[src/rtl/cpu_run_sequencer_if.sv]
// Run-control bundle between the sequencer (slave) and the bring-up harness (master).
// CPU_RUN_SEQ_HALT_STAMP_EN adds the per-core halt_stamp bus.
interface cpu_run_sequencer_if #(
  parameter int NUM_CORES = 1,
  parameter int CNT_W     = 32
);
  logic                 start;
  logic                 abort;
  logic [NUM_CORES-1:0] halt;
  logic [NUM_CORES-1:0] core_reset;
  logic                 busy;
  logic                 trace_en;
  logic                 done;
  logic                 timeout;
  logic [CNT_W-1:0]     cycle_count;
`ifdef CPU_RUN_SEQ_HALT_STAMP_EN
  logic [NUM_CORES*CNT_W-1:0] halt_stamp;

  modport master (
    output start, abort, halt,
    input  core_reset, busy, trace_en, done, timeout, cycle_count, halt_stamp
  );
  modport slave (
    input  start, abort, halt,
    output core_reset, busy, trace_en, done, timeout, cycle_count, halt_stamp
  );
`else
  modport master (
    output start, abort, halt,
    input  core_reset, busy, trace_en, done, timeout, cycle_count
  );
  modport slave (
    input  start, abort, halt,
    output core_reset, busy, trace_en, done, timeout, cycle_count
  );
`endif
endinterface

[src/rtl/cpu_run_sequencer.sv]
// Sequences cores through reset hold, bounded run and drain, then reports done/timeout.
// Optional per-core halt timestamps are enabled with CPU_RUN_SEQ_HALT_STAMP_EN.
module cpu_run_sequencer #(
  parameter int NUM_CORES        = 1,
  parameter int RESET_CYCLES     = 2,
  parameter int RUN_CYCLES       = 1000,
  parameter int DRAIN_CYCLES     = 7,
  parameter int CNT_W            = 32,
  parameter int REQUIRE_ALL_HALT = 1
) (
  input logic                  clk,
  input logic                  reset,
  cpu_run_sequencer_if.slave   bus
);

  typedef enum logic [2:0] {
    ST_IDLE       = 3'd0,
    ST_RESET_HOLD = 3'd1,
    ST_RUN        = 3'd2,
    ST_DRAIN      = 3'd3,
    ST_DONE       = 3'd4
  } state_t;

  localparam int PH_MAX = (RESET_CYCLES > DRAIN_CYCLES) ? RESET_CYCLES : DRAIN_CYCLES;
  localparam int PH_W   = (PH_MAX > 1) ? $clog2(PH_MAX) : 1;

  localparam logic [PH_W-1:0]  PH_ZERO    = {PH_W{1'b0}};
  localparam logic [PH_W-1:0]  PH_ONE     = PH_W'(1);
  localparam logic [PH_W-1:0]  RESET_LAST = PH_W'(RESET_CYCLES - 1);
  localparam logic [PH_W-1:0]  DRAIN_LAST = PH_W'((DRAIN_CYCLES > 0) ? DRAIN_CYCLES - 1 : 0);
  localparam logic [CNT_W-1:0] CNT_ZERO   = {CNT_W{1'b0}};
  localparam logic [CNT_W-1:0] CNT_ONE    = CNT_W'(1);
  localparam logic [CNT_W-1:0] CNT_MAX    = {CNT_W{1'b1}};
  localparam logic [CNT_W-1:0] RUN_LIMIT  = CNT_W'(RUN_CYCLES);
  // With no drain window the run exits straight to DONE.
  localparam state_t           RUN_EXIT   = (DRAIN_CYCLES == 0) ? ST_DONE : ST_DRAIN;

  state_t               state_q, state_d;
  logic [PH_W-1:0]      phase_q, phase_d;
  logic [CNT_W-1:0]     cycle_count_q, cycle_count_d;
  logic [NUM_CORES-1:0] halt_seen_q, halt_seen_d;
  logic                 timeout_q, timeout_d;
`ifdef CPU_RUN_SEQ_HALT_STAMP_EN
  logic [NUM_CORES*CNT_W-1:0] halt_stamp_q, halt_stamp_d;
`endif

  logic [CNT_W-1:0]     cycle_inc_s;
  logic [NUM_CORES-1:0] halt_merged_s;
  logic                 halt_cond_s;

  // Saturating run counter increment and halt-condition evaluation.
  always_comb begin
    cycle_inc_s   = (cycle_count_q == CNT_MAX) ? cycle_count_q : cycle_count_q + CNT_ONE;
    halt_merged_s = halt_seen_q | bus.halt;
    if (REQUIRE_ALL_HALT != 0) begin
      halt_cond_s = &halt_merged_s;
    end else begin
      halt_cond_s = |halt_merged_s;
    end
  end

  // Next-state and next-register computation; abort overrides every transition.
  always_comb begin
    state_d       = state_q;
    phase_d       = phase_q;
    cycle_count_d = cycle_count_q;
    halt_seen_d   = halt_seen_q;
    timeout_d     = timeout_q;
`ifdef CPU_RUN_SEQ_HALT_STAMP_EN
    halt_stamp_d  = halt_stamp_q;
`endif
    if (bus.abort) begin
      state_d   = ST_IDLE;
      timeout_d = 1'b0;
    end else begin
      case (state_q)
        ST_IDLE, ST_DONE: begin
          if (bus.start) begin
            state_d       = ST_RESET_HOLD;
            phase_d       = PH_ZERO;
            cycle_count_d = CNT_ZERO;
            halt_seen_d   = {NUM_CORES{1'b0}};
            timeout_d     = 1'b0;
`ifdef CPU_RUN_SEQ_HALT_STAMP_EN
            halt_stamp_d  = {(NUM_CORES*CNT_W){1'b0}};
`endif
          end else begin
            state_d = state_q;
          end
        end
        ST_RESET_HOLD: begin
          if (phase_q == RESET_LAST) begin
            state_d = ST_RUN;
            phase_d = PH_ZERO;
          end else begin
            phase_d = phase_q + PH_ONE;
          end
        end
        ST_RUN: begin
          cycle_count_d = cycle_inc_s;
          halt_seen_d   = halt_merged_s;
`ifdef CPU_RUN_SEQ_HALT_STAMP_EN
          for (int i = 0; i < NUM_CORES; i++) begin
            if (bus.halt[i] && !halt_seen_q[i]) begin
              halt_stamp_d[i*CNT_W +: CNT_W] = cycle_inc_s;
            end else begin
              halt_stamp_d[i*CNT_W +: CNT_W] = halt_stamp_q[i*CNT_W +: CNT_W];
            end
          end
`endif
          // A halt landing on the last budget cycle is not a timeout.
          if (halt_cond_s) begin
            state_d   = RUN_EXIT;
            phase_d   = PH_ZERO;
            timeout_d = 1'b0;
          end else if (cycle_inc_s == RUN_LIMIT) begin
            state_d   = RUN_EXIT;
            phase_d   = PH_ZERO;
            timeout_d = 1'b1;
          end else begin
            state_d = state_q;
          end
        end
        ST_DRAIN: begin
          if (phase_q == DRAIN_LAST) begin
            state_d = ST_DONE;
            phase_d = PH_ZERO;
          end else begin
            phase_d = phase_q + PH_ONE;
          end
        end
        default: begin
          state_d = ST_IDLE;
        end
      endcase
    end
  end

  // State and datapath registers.
  always_ff @(posedge clk or posedge reset) begin
    if (reset) begin
      state_q       <= ST_IDLE;
      phase_q       <= PH_ZERO;
      cycle_count_q <= CNT_ZERO;
      halt_seen_q   <= {NUM_CORES{1'b0}};
      timeout_q     <= 1'b0;
`ifdef CPU_RUN_SEQ_HALT_STAMP_EN
      halt_stamp_q  <= {(NUM_CORES*CNT_W){1'b0}};
`endif
    end else begin
      state_q       <= state_d;
      phase_q       <= phase_d;
      cycle_count_q <= cycle_count_d;
      halt_seen_q   <= halt_seen_d;
      timeout_q     <= timeout_d;
`ifdef CPU_RUN_SEQ_HALT_STAMP_EN
      halt_stamp_q  <= halt_stamp_d;
`endif
    end
  end

  logic core_rst_s;

  // Output decode straight from the state register, so async reset reaches core_reset at once.
  always_comb begin
    core_rst_s = (state_q == ST_IDLE) || (state_q == ST_RESET_HOLD) || (state_q == ST_DONE);
  end

  assign bus.core_reset  = {NUM_CORES{core_rst_s}};
  assign bus.busy        = (state_q == ST_RESET_HOLD) || (state_q == ST_RUN) || (state_q == ST_DRAIN);
  assign bus.trace_en    = (state_q == ST_RUN) || (state_q == ST_DRAIN);
  assign bus.done        = (state_q == ST_DONE);
  assign bus.timeout     = timeout_q;
  assign bus.cycle_count = cycle_count_q;
`ifdef CPU_RUN_SEQ_HALT_STAMP_EN
  assign bus.halt_stamp  = halt_stamp_q;
`endif

endmodule

[src/flat_wrapper.sv]
// flat-port wrapper written by rule: the top's interface ports become plain ports
module cpu_run_sequencer_flat 
#(
  parameter int NUM_CORES        = 1,
  parameter int RESET_CYCLES     = 2,
  parameter int RUN_CYCLES       = 1000,
  parameter int DRAIN_CYCLES     = 7,
  parameter int CNT_W            = 32,
  parameter int REQUIRE_ALL_HALT = 1
)
  (clk, reset, bus_start, bus_abort, bus_halt, bus_core_reset, bus_busy, bus_trace_en, bus_done, bus_timeout, bus_cycle_count);
  cpu_run_sequencer_if #(.NUM_CORES(NUM_CORES), .CNT_W(CNT_W)) bus_i ();
  input logic clk;
  input logic reset;
  input wire logic [$bits(bus_i.start)-1:0] bus_start;
  input wire logic [$bits(bus_i.abort)-1:0] bus_abort;
  input wire logic [$bits(bus_i.halt)-1:0] bus_halt;
  output wire logic [$bits(bus_i.core_reset)-1:0] bus_core_reset;
  output wire logic [$bits(bus_i.busy)-1:0] bus_busy;
  output wire logic [$bits(bus_i.trace_en)-1:0] bus_trace_en;
  output wire logic [$bits(bus_i.done)-1:0] bus_done;
  output wire logic [$bits(bus_i.timeout)-1:0] bus_timeout;
  output wire logic [$bits(bus_i.cycle_count)-1:0] bus_cycle_count;
  assign bus_i.start = bus_start;
  assign bus_i.abort = bus_abort;
  assign bus_i.halt = bus_halt;
  assign bus_core_reset = bus_i.core_reset;
  assign bus_busy = bus_i.busy;
  assign bus_trace_en = bus_i.trace_en;
  assign bus_done = bus_i.done;
  assign bus_timeout = bus_i.timeout;
  assign bus_cycle_count = bus_i.cycle_count;
  cpu_run_sequencer #(.NUM_CORES(NUM_CORES), .RESET_CYCLES(RESET_CYCLES), .RUN_CYCLES(RUN_CYCLES), .DRAIN_CYCLES(DRAIN_CYCLES), .CNT_W(CNT_W), .REQUIRE_ALL_HALT(REQUIRE_ALL_HALT)) u_core (.clk(clk), .reset(reset), .bus(bus_i));
endmodule
[config.mk]
export PLATFORM = sky130hd
export DESIGN_NAME = cpu_run_sequencer_flat
export DESIGN_NICKNAME = d
export VERILOG_FILES = /design/src/rtl/cpu_run_sequencer_if.sv /design/src/rtl/cpu_run_sequencer.sv /design/src/flat_wrapper.sv
export SDC_FILE = /design/constraint.sdc
export NUM_CORES = 1
export LEC_CHECK = 0
export BUFFER_PORTS_ARGS = -buffer_cell sky130_fd_sc_hd__buf_2
export CAP_MARGIN = 10
export CORE_MARGIN = 5
export CORE_UTILIZATION = 25
export CTS_CLUSTER_DIAMETER = 150
export DETAILED_ROUTE_END_ITERATION = 16
export PLACE_DENSITY_LB_ADDON = 0.1
export SETUP_SLACK_MARGIN = 0.05
export SYNTH_ARGS = -nofsm -noshare
export SYNTH_HDL_FRONTEND = slang
export SYNTH_SLANG_ARGS = --single-unit
[constraint.sdc]
create_clock -name clk -period 3 [get_ports clk]
set_clock_uncertainty 0.05 [all_clocks]
set_input_delay 0.6 -clock clk [delete_from_list [all_inputs] [get_ports clk]]
set_output_delay 0.6 -clock clk [all_outputs]
set_load 0.03 [all_outputs]
---- After elaboration in Yosys (flattened, before gate mapping) ----
Cells that the tools add are included.
storage, ports and cells
  register bits after elaboration ......... 40
  memory bits (read-only) ................. 0
  logic and storage cells ................. 59
  memories ................................ 0
  latch bits .............................. 0
  RAM bits ................................ 0
  input port bits ......................... 5
cells by class
  muxes and demuxes ....................... 22
  bitwise gates (word level) .............. 2
  $add $sub $neg .......................... 2
  magnitude comparators ................... 0
  equality and inequality tests ........... 14
  div/mod/pow operators ................... 0
  shift-type cells ........................ 0
  $mul .................................... 0
  reduce and logical (&&, ||, !) cells .... 14
operators by type and width
  cell                                              count
  2-to-1 mux 32 bit                                 2
  one-hot mux 32 bit (2 select lines)               1
  2-to-1 mux 3 bit                                  11
  adder 32 x 1 -> 32 bit (second input constant)    1
  == test 32 x 10 -> 1 bit (second input constant)  1
  == test 32 bit (second input constant)            1
  one-hot mux 3 bit (4 select lines)                2
  AND reduction 4 bit                               2
  == test 3 x 1 -> 1 bit (second input constant)    2
  == test 3 x 2 -> 1 bit (second input constant)    2
  == test 3 bit (second input constant)             2
  != test 3 x 2 -> 1 bit (second input constant)    2
  AND reduction 3 bit                               2
  logical OR 1 bit                                  5
  2-to-1 mux 1 bit                                  4
  != test 4 x 2 -> 1 bit (second input constant)    1
  one-hot mux 1 bit (2 select lines)                2
  nonzero test 4 bit                                1
  adder 3 x 1 -> 3 bit (second input constant)      1
  zero test 3 bit                                   1
  != test 3 x 1 -> 1 bit (second input constant)    1
  != test 3 bit (second input constant)             1
  nonzero test 3 bit                                1
  != test 2 bit (second input constant)             1
  4 further kinds                                   4

---- Depth between registers and ports, before layout ----
  depth after elaboration ................. 7
  gate-level depth with buffers ........... 13

---- Least setup slack after synthesis ----
Ideal clock, no wire load.
  path kind ............................... reg-to-reg
  from .................................... register u_core.cycle_count_q[0], in the netlist u_core.bus.cycle_count[0]
  to ...................................... register u_core.phase_q[2]
  required time ........................... 2.831 ns
  path buffers ............................ 2
  stages on the path, launching flop included .. 13
  setup slack ............................. -0.409 ns
  data arrival time ....................... 3.240 ns
  clock period less this slack ............ 3.409 ns
  cell sequence ........................... dfrtp_1 -> ha_1 -> buf_2 -> nand4_2 -> nor4_4 -> and4_1 -> buf_4 -> nor3_1 -> o32a_1 -> or4_4 -> nor4_4 -> o21ai_2 -> o21a_1
on the way
  word-level cells in the longest chain between the ends .. 5
  elaborated cells between the ends (all ways) .. 6
RTL lines
  element                                                   RTL line                  text
  start: declaration                                        cpu_run_sequencer.sv:40   logic [CNT_W-1:0] cycle_count_q, cycle_count_d;
  start signal: assignment                                  cpu_run_sequencer.sv:153  cycle_count_q <= cycle_count_d;
  adder 32 x 1 -> 32 bit or == test 32 bit (tied branches)  cpu_run_sequencer.sv:53   cycle_inc_s = (cycle_count_q == CNT_MAX) ? cycle_count_q : cycle_count_q + CNT_ONE;
  2-to-1 mux 32 bit (*)                                     cpu_run_sequencer.sv:53
  == test 32 x 10 -> 1 bit (*)                              cpu_run_sequencer.sv:116  end else if (cycle_inc_s == RUN_LIMIT) begin
  != test 3 x 1 -> 1 bit (no source line) (*)               --
  AND reduction 4 bit (no source line) (*)                  --
  end signal: assignment                                    cpu_run_sequencer.sv:152  phase_q <= phase_d;
  end: declaration                                          cpu_run_sequencer.sv:39   logic [PH_W-1:0] phase_q, phase_d;
Every way passes the cells marked *; elsewhere a longest branch is shown, timed or not.
A chain may end at the register's enable or synchronous reset.

---- Worst setup path after layout ----
  from .................................... register u_core.cycle_count_q[1], in the netlist u_core.bus.cycle_count[1]
  to ...................................... register u_core.phase_q[0]
Same word-level chain as after synthesis.

==> results.json <==
{
  "synth_top_area_share": 0.3333,
  "cts_inserted_buffers": 5,
  "cts_tree": "done",
  "total_power_mw": 1.805,
  "path_max_fanout": 5,
  "drv_slew": 0,
  "hold_viol_final": 0,
  "yosysWarnings": 0,
  "rsz0062_at_grt": "true",
  "p_leak_nw": 1.780,
  "drt-initial-drc-count": 192,
  "syn_nets": 386,
  "n_antenna_cell": 0,
  "root_buffer": "clkbuf_16",
  "holdWs_ps": 273.7,
  "synthToLayoutAreaGrowth_pct": 36.25,
  "io_pins": 42,
  "antenna_found_initial": 0,
  "drc": 0,
  "die_h_um": 119.6,
  "grt_max_degree": 22,
  "fmax_ghz": 0.3424,
  "place_congestion": 0.8845,
  "synthArstFlopShare": 1.000,
  "synth_edf_count": 0,
  "setup_slack_ps": 79.65,
  "port_buffers": 41,
  "wirelength_um": 11940,
  "die_area_mm2": 0.01430,
  "tns_ps": 0,
  "clkPwrFrac": 0.314,
  "netlist_area_mm2": 0.003003,
  "layout_min_cycle_time_ps": 2920,
  "switching_power_uw": 678.0,
  "antenna_left": 0,
  "fin_crit_sh": 0.9734,
  "die_w_um": 119.6,
  "avgSynthCellArea_um2": 7.902,
  "path_clk_slew_ps": 60,
  "intPower_mw": 1.127,
  "start_util": 0.2521,
  "grt_pass1_wl_um": 18530,
  "h-tree-depth": 2,
  "seq_area_frac_synth": 0.3333,
  "grt_pass1_vias": 3349,
  "gr-total-overflow": 0,
  "worstSetupStartpointType": "flop",
  "setup_viol_count_final": 0,
  "drt_pass1_iterations": 4,
  "vias": 3368,
  "tightest_slew_ps": 480.1,
  "cellPowerDensity_mw_per_mm2": 441.1,
  "nets": 485,
  "drv_cap": 0,
  "cp.required_ps": 3160,
  "switching_share": 0.3757,
  "vdd_ir_drop_max_v": 0.0002440,
  "worstSetupPathType": "reg -> reg",
  "p_seq_frac": 0.372,
  "clockBufferDepth": 2,
  "ys_types": 60,
  "core-area_mm2": 0.01191,
  "placed_cells": 608,
  "combPwrFrac": 0.314,
  "ys_top_cells_by_area": "dfrtp_1 33%, o21ai_0 7.7%, nand2_1 5.1%, nand4_1 4.2%, a21oi_1 3.7%",
  "synthFlopType": "dfrtp_1",
  "status": "finished, final reports clean",
  "rows": 40,
  "critPathArrivalTime_ps": 3080,
  "yosysTopAreaCell": "dfrtp_1",
  "wl_per_cell_um": 19.04,
  "dp_hpwl_um": 8943,
  "stdcell_count": 627,
  "synth-seq-cells": 40,
  "layout-drive-gt1-share": 0.3583,
  "relSlewSlack": 0.6795,
  "postSynthCellCount": 380,
  "track_usage": 0.1647,
  "pre_cts_ws_ps": -4.998,
  "clk_latency_ps": 290,
  "end_kind": "flop",
  "hold_path.class": "in -> async",
  "vias_per_cell": 5.372,
  "cts_num_sinks": 40
}
Yosys cell counts, types with 4 or more instances:
master	instances
nand2b_1	4
a31oi_1	11
xor2_1	5
or4_1	4
o21ai_0	46
clkbuf_1	14
inv_1	7
o41ai_1	4
nor2_1	23
and3_1	8
nand4_1	20
dfrtp_1	40
and4_1	4
nand3_1	17
buf_2	11
buf_4	5
nor4_1	4
nor3_1	14
or3_1	5
o31ai_1	5
xnor2_1	8
nand2_1	41
and2_1	5
a21oi_1	22
layout make-up:
class,instances,area [um^2]
multi-input cells,302,1891
flip-flops and latches,40,1021
clock inverters,2,10.01
fillers,1291,7820
well taps,147,183.9
clock buffers,6,138.9
repair buffers,123,820.8
inverters,7,26.28
worst paths after layout:
| check | cells past startpoint | start | slack [ps] | endpoint |
|---|---|---|---|---|
| worst min-delay path | 2 | reset | 270 | u_core.bus.cycle_count[28] |
| worst max register to register | 10 | u_core.bus.cycle_count[1] | 80 | u_core.phase_q[0] |
| min in group clk | 2 | u_core.halt_seen_q | 480 | u_core.halt_seen_q |
| worst min register to register | 2 | u_core.halt_seen_q | 480 | u_core.halt_seen_q |
| max in group asynchronous | 3 | reset | 1940 | u_core.bus.cycle_count[2] |
| worst max-delay path | 10 | u_core.bus.cycle_count[1] | 80 | u_core.phase_q[0] |
worst max-delay path, stage by stage, from the launching register on:
cell	delay, ps
dfrtp_2	390
ha_4	170
nand2_4	60
or4_4	470
or4_2	650
a31o_2	280
and4b_1	200
nand4_1	130
nor4_4	70
o21ai_2	190
mux2i_1	190
what timing repair did:
item / in CTS / in global routing
setup buffers: 1 / 9
pin swaps: 2 / 5
hold buffers: 0 / 0
setup endpoints to repair: 4 / 5
gates resized for setup: 7 / 2
cloned: 0 / 1
through the flow:
stage                     instance area [um^2]  utilization
final                                     4091       0.3435
after CTS                                 4003       0.3360
after global placement                    3822       0.3209
after global routing                      4091       0.3435
after floorplan                           3069            -
after detailed placement                  3822       0.3209
kinds of logic after synthesis:
kind of cell	count (synthesis)	share of synthesized area
simple gates	168	0.3142
compound gates	115	0.2371
flops	40	0.3333
buf+inv	39	0.05959
xor+xnor	13	0.03792
mux	4	0.01375
fa+ha+maj	1	0.004166
state kept, by name, summed over array words and instances, names as in the netlist:
register,count
u_core.bus.cycle_count,32
u_core.phase_q,3
u_core.state_q,3
u_core.halt_seen_q,1
u_core.bus.timeout,1
cell usage in the layout, fill, tap and decap left out, types with 5 or more instances in the layout:
cell | Yosys | routed
buf_2 | 11 | 41
a31oi_1 | 11 | 11
dfrtp_1 | 40 | 24
xnor2_1 | 8 | 7
nor2_1 | 23 | 22
and2_1 | 5 | 5
nand4_1 | 20 | 20
a21oi_1 | 22 | 22
o21ai_0 | 46 | 45
o31ai_1 | 5 | 5
clkbuf_16 | 0 | 5
or3_1 | 5 | 5
inv_1 | 7 | 6
nand3_1 | 17 | 17
and3_1 | 8 | 8
dfrtp_2 | 0 | 16
nand2_1 | 41 | 40
xor2_1 | 5 | 5
nor3_1 | 14 | 13
buf_4 | 5 | 82
power groups by stage:
stage | combinational [mW] | sequential, mW | clock (mW)
2_1_floorplan | 0.341 | 0.694 | 0
3_3_place_gp | 0.558 | 0.674 | 0
3_5_place_dp | 0.561 | 0.680 | 0
4_1_cts | 0.562 | 0.671 | 0.579
5_1_grt | 0.621 | 0.680 | 0.603
6_report | 0.566 | 0.672 | 0.567
layer usage:
layer  global-route usage  wire length, um
met1               0.2234             5761
met4              0.04653              244
met2               0.2687             5489
met3              0.02969              443
met5                    0                0
Power figures use the tool's default switching activity.
